`src/rtl/mem_pkg.sv`:
```
// Shared constants for the data-memory access path: RV32 load/store width
// codes, controller state encoding and the BRAM byte-enable width.
package mem_pkg;

  localparam logic [2:0] F3_B  = 3'b000;
  localparam logic [2:0] F3_H  = 3'b001;
  localparam logic [2:0] F3_W  = 3'b010;
  localparam logic [2:0] F3_BU = 3'b100;
  localparam logic [2:0] F3_HU = 3'b101;

  localparam logic [1:0] S_IDLE    = 2'd0;
  localparam logic [1:0] S_ACCESS  = 2'd1;
  localparam logic [1:0] S_RD_DATA = 2'd2;
  localparam logic [1:0] S_RESP    = 2'd3;

  localparam int BE_W = 4;

endpackage

```
`src/rtl/lsu_load_align.sv`:
```
// Load data extraction: picks the byte/halfword lane addressed by the offset
// and sign- or zero-extends it according to the RV32 load funct3.
module lsu_load_align
  import mem_pkg::*;
(
  input  logic [31:0] word,
  input  logic [1:0]  offset,
  input  logic [2:0]  funct3,
  output logic [31:0] data
);

  logic [7:0]  byte_s;
  logic [15:0] half_s;

  // Lane selection and extension
  always_comb begin
    byte_s = 8'd0;
    half_s = 16'd0;
    data   = 32'd0;
    case (offset)
      2'd0:    byte_s = word[7:0];
      2'd1:    byte_s = word[15:8];
      2'd2:    byte_s = word[23:16];
      2'd3:    byte_s = word[31:24];
      default: byte_s = 8'd0;
    endcase
    if (offset[1]) begin
      half_s = word[31:16];
    end else begin
      half_s = word[15:0];
    end
    case (funct3)
      F3_B:    data = {{24{byte_s[7]}}, byte_s};
      F3_H:    data = {{16{half_s[15]}}, half_s};
      F3_W:    data = word;
      F3_BU:   data = {24'd0, byte_s};
      F3_HU:   data = {16'd0, half_s};
      default: data = 32'd0;
    endcase
  end

endmodule

```
`src/rtl/dmem_access_ctrl.sv`:
```
// Single-outstanding RV32 load/store controller in front of a 1-cycle-latency
// word-addressed BRAM; all memory and response outputs are registered.
module dmem_access_ctrl
  import mem_pkg::*;
#(
  parameter int          ADDR_W    = 16,
  parameter logic [31:0] BASE_ADDR = 32'h0000_0000
) (
  input  logic              clk,
  input  logic              rst_n,
  input  logic              req_valid,
  output logic              req_ready,
  input  logic              req_we,
  input  logic [2:0]        req_funct3,
  input  logic [31:0]       req_addr,
  input  logic [31:0]       req_wdata,
  output logic              resp_valid,
  output logic [31:0]       resp_rdata,
  output logic              resp_err,
  output logic              mem_en,
  output logic [BE_W-1:0]   mem_we,
  output logic [ADDR_W-1:0] mem_addr,
  output logic [31:0]       mem_din,
  input  logic [31:0]       mem_dout
);

  logic [1:0]        state_q, state_d;
  logic              we_q, we_d;
  logic [2:0]        f3_q, f3_d;
  logic [1:0]        off_q, off_d;
  logic              mem_en_q, mem_en_d;
  logic [BE_W-1:0]   mem_we_q, mem_we_d;
  logic [ADDR_W-1:0] mem_addr_q, mem_addr_d;
  logic [31:0]       mem_din_q, mem_din_d;
  logic              resp_valid_q, resp_valid_d;
  logic [31:0]       resp_rdata_q, resp_rdata_d;
  logic              resp_err_q, resp_err_d;

  logic              accept_s, err_s, f3_ok_s, misalign_s, range_bad_s;
  logic [BE_W-1:0]   we_lanes_s;
  logic [31:0]       din_lanes_s;
  logic [31:0]       load_data_s;

  assign req_ready = (state_q == S_IDLE);
  assign accept_s  = req_valid && req_ready;

  // Request legality: funct3 for the direction, natural alignment, window
  always_comb begin
    f3_ok_s    = 1'b0;
    misalign_s = 1'b0;
    case (req_funct3)
      F3_B, F3_H, F3_W: f3_ok_s = 1'b1;
      F3_BU, F3_HU:     f3_ok_s = !req_we;
      default:          f3_ok_s = 1'b0;
    endcase
    case (req_funct3)
      F3_H, F3_HU: misalign_s = req_addr[0];
      F3_W:        misalign_s = (req_addr[1:0] != 2'b00);
      default:     misalign_s = 1'b0;
    endcase
    range_bad_s = (req_addr[31:ADDR_W+2] != BASE_ADDR[31:ADDR_W+2]);
    err_s       = !f3_ok_s || misalign_s || range_bad_s;
  end

  // Store byte enables and lane-replicated write data
  always_comb begin
    we_lanes_s  = {BE_W{1'b0}};
    din_lanes_s = 32'd0;
    case (req_funct3)
      F3_B: begin
        we_lanes_s  = 4'b0001 << req_addr[1:0];
        din_lanes_s = {4{req_wdata[7:0]}};
      end
      F3_H: begin
        if (req_addr[1]) begin
          we_lanes_s = 4'b1100;
        end else begin
          we_lanes_s = 4'b0011;
        end
        din_lanes_s = {2{req_wdata[15:0]}};
      end
      F3_W: begin
        we_lanes_s  = 4'b1111;
        din_lanes_s = req_wdata;
      end
      default: begin
        we_lanes_s  = {BE_W{1'b0}};
        din_lanes_s = 32'd0;
      end
    endcase
  end

  lsu_load_align u_load_align (
    .word   (mem_dout),
    .offset (off_q),
    .funct3 (f3_q),
    .data   (load_data_s)
  );

  // FSM and next values of the registered outputs
  always_comb begin
    state_d = state_q;
    we_d    = we_q;
    f3_d    = f3_q;
    off_d   = off_q;
    case (state_q)
      S_IDLE: begin
        if (accept_s) begin
          we_d  = req_we;
          f3_d  = req_funct3;
          off_d = req_addr[1:0];
          if (err_s) begin
            state_d = S_RESP;
          end else begin
            state_d = S_ACCESS;
          end
        end else begin
          state_d = S_IDLE;
        end
      end
      S_ACCESS: begin
        if (we_q) begin
          state_d = S_RESP;
        end else begin
          state_d = S_RD_DATA;
        end
      end
      S_RD_DATA: state_d = S_RESP;
      S_RESP:    state_d = S_IDLE;
      default:   state_d = S_IDLE;
    endcase

    mem_en_d     = (state_d == S_ACCESS) || (state_d == S_RD_DATA);
    mem_we_d     = {BE_W{1'b0}};
    mem_addr_d   = mem_addr_q;
    mem_din_d    = mem_din_q;
    if (accept_s && !err_s) begin
      mem_addr_d = req_addr[ADDR_W+1:2];
      if (req_we) begin
        mem_we_d  = we_lanes_s;
        mem_din_d = din_lanes_s;
      end else begin
        mem_we_d  = {BE_W{1'b0}};
      end
    end else begin
      mem_we_d = {BE_W{1'b0}};
    end

    resp_valid_d = (state_d == S_RESP);
    // Only an IDLE-to-RESP hop carries an error; good responses clear it
    resp_err_d   = accept_s && err_s;
    if (state_q == S_RD_DATA) begin
      resp_rdata_d = load_data_s;
    end else begin
      resp_rdata_d = 32'd0;
    end
  end

  // State, captured request and registered outputs
  always_ff @(posedge clk or negedge rst_n) begin
    if (!rst_n) begin
      state_q      <= S_IDLE;
      we_q         <= 1'b0;
      f3_q         <= 3'b000;
      off_q        <= 2'b00;
      mem_en_q     <= 1'b0;
      mem_we_q     <= {BE_W{1'b0}};
      mem_addr_q   <= {ADDR_W{1'b0}};
      mem_din_q    <= 32'd0;
      resp_valid_q <= 1'b0;
      resp_rdata_q <= 32'd0;
      resp_err_q   <= 1'b0;
    end else begin
      state_q      <= state_d;
      we_q         <= we_d;
      f3_q         <= f3_d;
      off_q        <= off_d;
      mem_en_q     <= mem_en_d;
      mem_we_q     <= mem_we_d;
      mem_addr_q   <= mem_addr_d;
      mem_din_q    <= mem_din_d;
      resp_valid_q <= resp_valid_d;
      resp_rdata_q <= resp_rdata_d;
      resp_err_q   <= resp_err_d;
    end
  end

  assign mem_en     = mem_en_q;
  assign mem_we     = mem_we_q;
  assign mem_addr   = mem_addr_q;
  assign mem_din    = mem_din_q;
  assign resp_valid = resp_valid_q;
  assign resp_rdata = resp_rdata_q;
  assign resp_err   = resp_err_q;

endmodule

```
`config.mk`:
```
export PLATFORM = sky130hd
export DESIGN_NAME = dmem_access_ctrl
export DESIGN_NICKNAME = d
export VERILOG_FILES = /design/src/rtl/mem_pkg.sv /design/src/rtl/lsu_load_align.sv /design/src/rtl/dmem_access_ctrl.sv
export SDC_FILE = /design/constraint.sdc
export NUM_CORES = 1
export LEC_CHECK = 0
export ABC_CLOCK_PERIOD_IN_PS = 3800
export BUFFER_PORTS_ARGS = -buffer_cell sky130_fd_sc_hd__clkbuf_2
export CAP_MARGIN = 20
export CORE_ASPECT_RATIO = 1.5
export CORE_UTILIZATION = 52
export CTS_CLUSTER_DIAMETER = 120
export DETAILED_ROUTE_END_ITERATION = 16
export GPL_TIMING_DRIVEN = 1
export PLACE_DENSITY = 0.92
export SETUP_SLACK_MARGIN = 0.3
export SYNTH_ARGS = -nofsm -noshare
export SYNTH_HDL_FRONTEND = slang
export SYNTH_SLANG_ARGS = --single-unit
```
`constraint.sdc`:
```
create_clock -name clk -period 3.8 [get_ports clk]
set_input_delay 0.38 -clock clk [delete_from_list [all_inputs] [get_ports clk]]
set_output_delay 0.38 -clock clk [all_outputs]
set_load 0.01 [all_outputs]
```
==> After elaboration in Yosys (flattened, before gate mapping) <==
Index checks and enable logic that the tools add are counted.
{ "totals": {"out_inout_bits": 88, "word_cells": 64, "regBits": 95} }
{ "classes": {"n_eq_ne": 17, "muxes": 15, "shifts": 1, "reduce_logical": 20} }
{ "ops": {"columns": ["op", "count"], "rows": [
  ["one-hot mux 32 bit (5 select lines)", 1],
  ["one-hot mux 32 bit (3 select lines)", 1],
  ["two-way mux 32 bit", 1],
  ["one-hot mux 8 bit (4 select lines)", 1],
  ["two-way mux 16 bit", 1],
  ["nonzero test 14 bit", 1],
  ["equality test 2 bit, second input constant", 6],
  ["equality test 3 bit, second input constant", 4],
  ["two-way mux 4 bit", 3],
  ["one-hot mux 4 bit (3 select lines)", 1],
  ["one-hot mux 2 bit (4 select lines)", 1],
  ["equality test 2 x 1 -> 1 bit, second input constant", 3],
  ["equality test 3 x 1 -> 1 bit, second input constant", 2],
  ["equality test 3 x 2 -> 1 bit, second input constant", 2],
  ["zero test 3 bit", 2],
  ["zero test 2 bit", 2],
  ["two-way mux 2 bit", 2],
  ["one-hot mux 1 bit (2 select lines)", 2],
  ["AND reduction 2 bit", 2],
  ["OR reduction 2 bit", 2],
  ["left shift 1 x 2 -> 4 bit, first input constant", 1],
  ["logical AND 1 bit", 3],
  ["zero test 1 bit", 3],
  ["logical OR 1 bit", 3],
  ["3 further kinds", 3]
]} }

==> Depth between registers and ports, before layout <==
{ "depth": {"word_depth": 11, "mapped_depth": 7} }

==> By module <==
Synthesis repeated with hierarchy kept, for this count alone.
{ "hier_totals": {"hier_cells": 435, "hier_area_um2": 4887.2} }
{ "by_module_without_submodules": {"columns": ["mod", "cells_per_inst", "seq_area_each_um2", "n_inst", "area_each_um2"], "rows": [
  ["dmem_access_ctrl", 312, 2377.3, 1, 3951.3],
  ["lsu_load_align", 123, 0.0, 1, 935.9]
]} }

==> Worst setup path before layout <==
OpenSTA, ideal clock, no wires.
{ "synth_timing": {"kind": "input to register", "from": "input port req_funct3[1]", "to": "register mem_din_q[13], in the netlist mem_din[13]", "path_buffers": 2, "arrival_ns": 1.828, "required_time_ns": 3.675, "setup_slack_ns": 1.847, "stages": 6, "cell_sequence": "buf_2 nand2b_1 o2111ai_1 nor3_4 buf_6 mux2_2"} }
{ "synth_between": {"elab_chain_len": 9, "elab_cells_between_ends": 17, "cone_classes": "eq/ne: 4; mux: 3; reduce/logical: 10"} }
{ "synth_lines": {"columns": ["element", "line_no", "rtl"], "rows": [
  ["from (decl)", "dmem_access_ctrl.sv:14", "input logic [2:0] req_funct3,"],
  ["equality test 3 x 1 -> 1 bit, or another cell as far along", "dmem_access_ctrl.sv:51, dmem_access_ctrl.sv:56, dmem_access_ctrl.sv:69", null],
  ["OR reduction 3 bit / OR reduction 2 bit (equally long branches)", "dmem_access_ctrl.sv:51", "case (req_funct3)"],
  ["one-hot mux 1 bit (2 select lines)", "dmem_access_ctrl.sv:51", null],
  ["zero test 1 bit", "dmem_access_ctrl.sv:62", "err_s = !f3_ok_s || misalign_s || range_bad_s;"],
  ["logical OR 1 bit (2 in a row)", "dmem_access_ctrl.sv:62", null],
  ["zero test 1 bit", "dmem_access_ctrl.sv:137", "if (accept_s && !err_s) begin"],
  ["logical AND 1 bit", "dmem_access_ctrl.sv:137", null],
  ["AND reduction 2 bit (no line)", null, null],
  ["to (signal assigned)", "dmem_access_ctrl.sv:181", "mem_din_q <= mem_din_d;"],
  ["to (decl)", "dmem_access_ctrl.sv:34", "logic [31:0] mem_din_q, mem_din_d;"]
]} }
Several ways; a longest one is shown, not always the timed one.
A chain may end at the register's enable or synchronous reset.

==> Worst setup path after layout <==
{ "layout_timing": {"from": "input port req_addr[19]", "to": "register mem_din_q[15], in the netlist mem_din[15]"} }
{ "layout_between": {"elab_chain_len": 5} }
{ "layout_lines": {"columns": ["element", "line_no", "rtl"], "rows": [
  ["from (decl)", "dmem_access_ctrl.sv:15", "input logic [31:0] req_addr,"],
  ["nonzero test 14 bit", "dmem_access_ctrl.sv:61", "range_bad_s = (req_addr[31:ADDR_W+2] != BASE_ADDR[31:ADDR_W+2]);"],
  ["logical OR 1 bit", "dmem_access_ctrl.sv:62", null],
  ["zero test 1 bit", "dmem_access_ctrl.sv:137", null],
  ["logical AND 1 bit", "dmem_access_ctrl.sv:137", null],
  ["AND reduction 2 bit (no line)", null, null]
]} }
No other way between the ends.

==> flow_metrics.tcl <==
set metrics [dict create \
    slew_headroom 0.364 \
    first_pass_iters 6 \
    syn_inst 390 \
    syn-mean-instance-area_um2 11.4 \
    rsz0062_at_grt "false" \
    postLayoutCellArea_um2 5840 \
    combinationalPowerShare 0.312 \
    avgRoutedWirePerCell_um 17.7 \
    timing.reg2reg.setup_slack_ps 1800 \
    grt_antenna_before_repair 0 \
    placedInstanceArea_um2 5480 \
    placement.setup.worst_slack_ps 1370 \
    endpoint_of_the_worst_slack_reg_to_reg_timing_path "mem_addr[13]" \
    layout_commonest_cell "sky130_fd_sc_hd__clkbuf_2" \
    layout-area-overhead-vs-synth_pct 30.8 \
    ys.warnings.count 0 \
    report.final.slew_viol_count 0 \
    grtUsageTotal 0.276 \
    clk_root_buffer_cell "sky130_fd_sc_hd__clkbuf_16" \
    share_of_yosys_cell_area_claimed_by_the_top_area_cell_type 0.533 \
    yosys_register_bits 95 \
    max-clock-path-buffers 2 \
    cellInternalPower_mw 2.22 \
    place.port_buffers 190 \
    worst_ir_drop_vdd_mv 0.304 \
    yosysSeqAreaShare 0.533 \
    yosys_most_used_dff "sky130_fd_sc_hd__dfrtp_1" \
    synth_nets 497 \
    cellPowerDensity_nw_per_um2 568 \
    setup_total_negative_slack_ps 0 \
    viasPerCell 5.80 \
    hold_slack_ps 176 \
    reg2reg_depth 6 \
    hp-class "in2async" \
    vias 3993 \
    status "completed" \
    final-hold-violation-count 0 \
    numClockSinks 95 \
    leakage_nw 3.15 \
    crit_type "in2reg" \
    worst_path_arrival_ps 2330 \
    antenna_cells_inserted 0 \
    grt_remaining_overflow 0 \
    insertion_delay_ps 340 \
    cts.reportedPaths.clkPinSlew_ps 60 \
    fin_crit_sh 0.554 \
    synth-edff-count 0 \
    path_max_fanout 24 \
    net-switching-power_mw 1.09 \
    share_clk_of_total_power 0.309 \
    skew_final_ps 9.37 \
    synthTopCellsByArea "sky130_fd_sc_hd__dfrtp_1, sky130_fd_sc_hd__mux2_2, sky130_fd_sc_hd__mux2i_1, sky130_fd_sc_hd__a21oi_1, sky130_fd_sc_hd__nand2_1" \
    die_area_um2 8960 \
    synthesis.area_um2 4460 \
    layout_common_cells "sky130_fd_sc_hd__clkbuf_2, sky130_fd_sc_hd__dfrtp_1, sky130_fd_sc_hd__mux2_2" \
    starting_density_of_the_core 0.534 \
    place.detailed.hpwl_mm 9.11 \
    swShare 0.329 \
    max_freq_mhz 475 \
    post_cts_resize_count 0 \
    placement_rows 41 \
    critical_path.n_buffers_inverters 2 \
    die_x_um 77.6 \
    vias_in_the_first_global_route 3852 \
    finalCriticalPeriod_ps 2100 \
    grt_max_degree 78 \
    async_flop_share 1.00 \
    worst_path_max_delay_cell "sky130_fd_sc_hd__nor4_1" \
    clock_tree.htree_level_count 3 \
    crit_path_start_kind "input pin" \
    drc 0 \
    routed_wirelength_mm 12.2 \
    synth.lib_cells_used.distinct 37 \
    num_io_pins 191 \
    tritoncts "yes" \
    fin_ws_ps 1700 \
    antenna_left 0 \
    setup_violations 0 \
    cts_inserted_buffers 9 \
    post-synth-top-area-cell "sky130_fd_sc_hd__dfrtp_1" \
    seq_power_share 0.379 \
    cts.repair_timing.setup_buffer_count 0 \
    core_area_um2 8360 \
    cts-hold-fix-buffers 0 \
    initialDrtViolationCount 327 \
    die_height_um 115 \
    n_fill_cell 636 \
    gpl.final_weighted_congestion 0.932 \
    cap_viol_max_count 0 \
    critical_path.cell_chain "clkbuf_2 -> nor4_1 -> o2111ai_1 -> nor3_4 -> buf_4 -> mux2_2" \
    slowest_delay_ps 500 \
    layout.nets 684 \
    tightestPinTransition_ps 954 \
    worst_r2r_startpoint "state_q[0]" \
    post_route_cells_drive_above_1_share 0.476 \
    required_ps 4030 \
    critical_path.endpoint_type "flip-flop" \
    critical_path.top_delay_family "simple AND/OR/NAND/NOR gates" \
    grt_pass1_wl_mm 18.6 \
    fin_total_pwr_mw 3.31 \
]
==> synthesized netlist by cell type (5+ instances only) <==
cell and n:
sky130_fd_sc_hd__buf_2 5, sky130_fd_sc_hd__a21oi_1 37, sky130_fd_sc_hd__clkbuf_1 13, sky130_fd_sc_hd__a2bb2oi_1 8
sky130_fd_sc_hd__inv_1 12, sky130_fd_sc_hd__dfrtp_1 95, sky130_fd_sc_hd__mux2_2 51, sky130_fd_sc_hd__mux2i_1 23
sky130_fd_sc_hd__or2_2 7, sky130_fd_sc_hd__nand2b_1 5, sky130_fd_sc_hd__a22o_1 15, sky130_fd_sc_hd__nand2_1 38
sky130_fd_sc_hd__nor3_1 9, sky130_fd_sc_hd__a22oi_1 7, sky130_fd_sc_hd__nor2_1 18, sky130_fd_sc_hd__o22ai_1 8
==> metrics by stage <==
stage           util  instances
2_1_floorplan      -        390
3_3_place_gp   0.655        671
3_5_place_dp   0.655        671
4_1_cts        0.696        687
5_1_grt        0.698        689
6_report       0.698        689
==> sequential cells by signal, summed over array words and instances, names as in the netlist, 2 cells and up <==
register    flops
mem_addr       16
f3_q            3
mem_din        32
mem_we          4
resp_rdata     32
off_q           2
state_q         2
==> layer usage <==
| layer | wire, um | vias to the layer above | track usage |
|---|---|---|---|
| met3 | 948 | 41 | 0.0425 |
| li1 | - | 1772 | - |
| met2 | 6460 | 270 | 0.498 |
| met5 | 0 | - | 0 |
| met1 | 4270 | 1910 | 0.304 |
| met4 | 541 | 0 | 0.169 |
==> final cells by class <==
| cell class | instances | area, um2 | share of cell area |
|---|---|---|---|
| clock buffer | 9 | 225 | 0.0386 |
| timing repair buffer | 198 | 1010 | 0.173 |
| sequential | 95 | 2380 | 0.407 |
| inverter | 13 | 48.8 | 0.00836 |
| multi-input combinational | 260 | 1920 | 0.329 |
| tap | 107 | 134 | 0.0229 |
| clock inverter | 7 | 121 | 0.0208 |
==> how the worst max path moves through the flow <==
stage	startpoint	end	slack [ps]	cells past startpoint
3_3_place_gp	req_funct3[0]	mem_din[15]	1400	6
2_1_floorplan	req_funct3[1]	mem_din[13]	1850	6
4_1_cts	off_q[1]	resp_rdata[24]	1640	3
3_5_place_dp	req_addr[19]	mem_din[15]	1370	6
6_report	req_addr[19]	mem_din[15]	1700	6
5_1_grt	req_funct3[0]	mem_din[21]	1630	6
==> power by group through the flow <==
stage / clock [mW] / combinational, mW / sequential [mW]
floorplan: 0 / 0.637 / 1.29
global placement: 0 / 0.970 / 1.27
detailed placement: 0 / 1.01 / 1.28
CTS: 1.04 / 1.02 / 1.26
global route: 1.08 / 1.13 / 1.27
finish: 1.02 / 1.03 / 1.26
==> cells by family after synthesis <==
group | share of synthesized area
flip-flops | 0.533
AND/OR/NAND/NOR | 0.101
AO/OA/AOI/OAI | 0.132
multiplexers | 0.185
buffers and inverters | 0.0376
adder cells (fa/ha/maj) | 0.0112
Note: power is estimated with default switching activity, not from simulation.
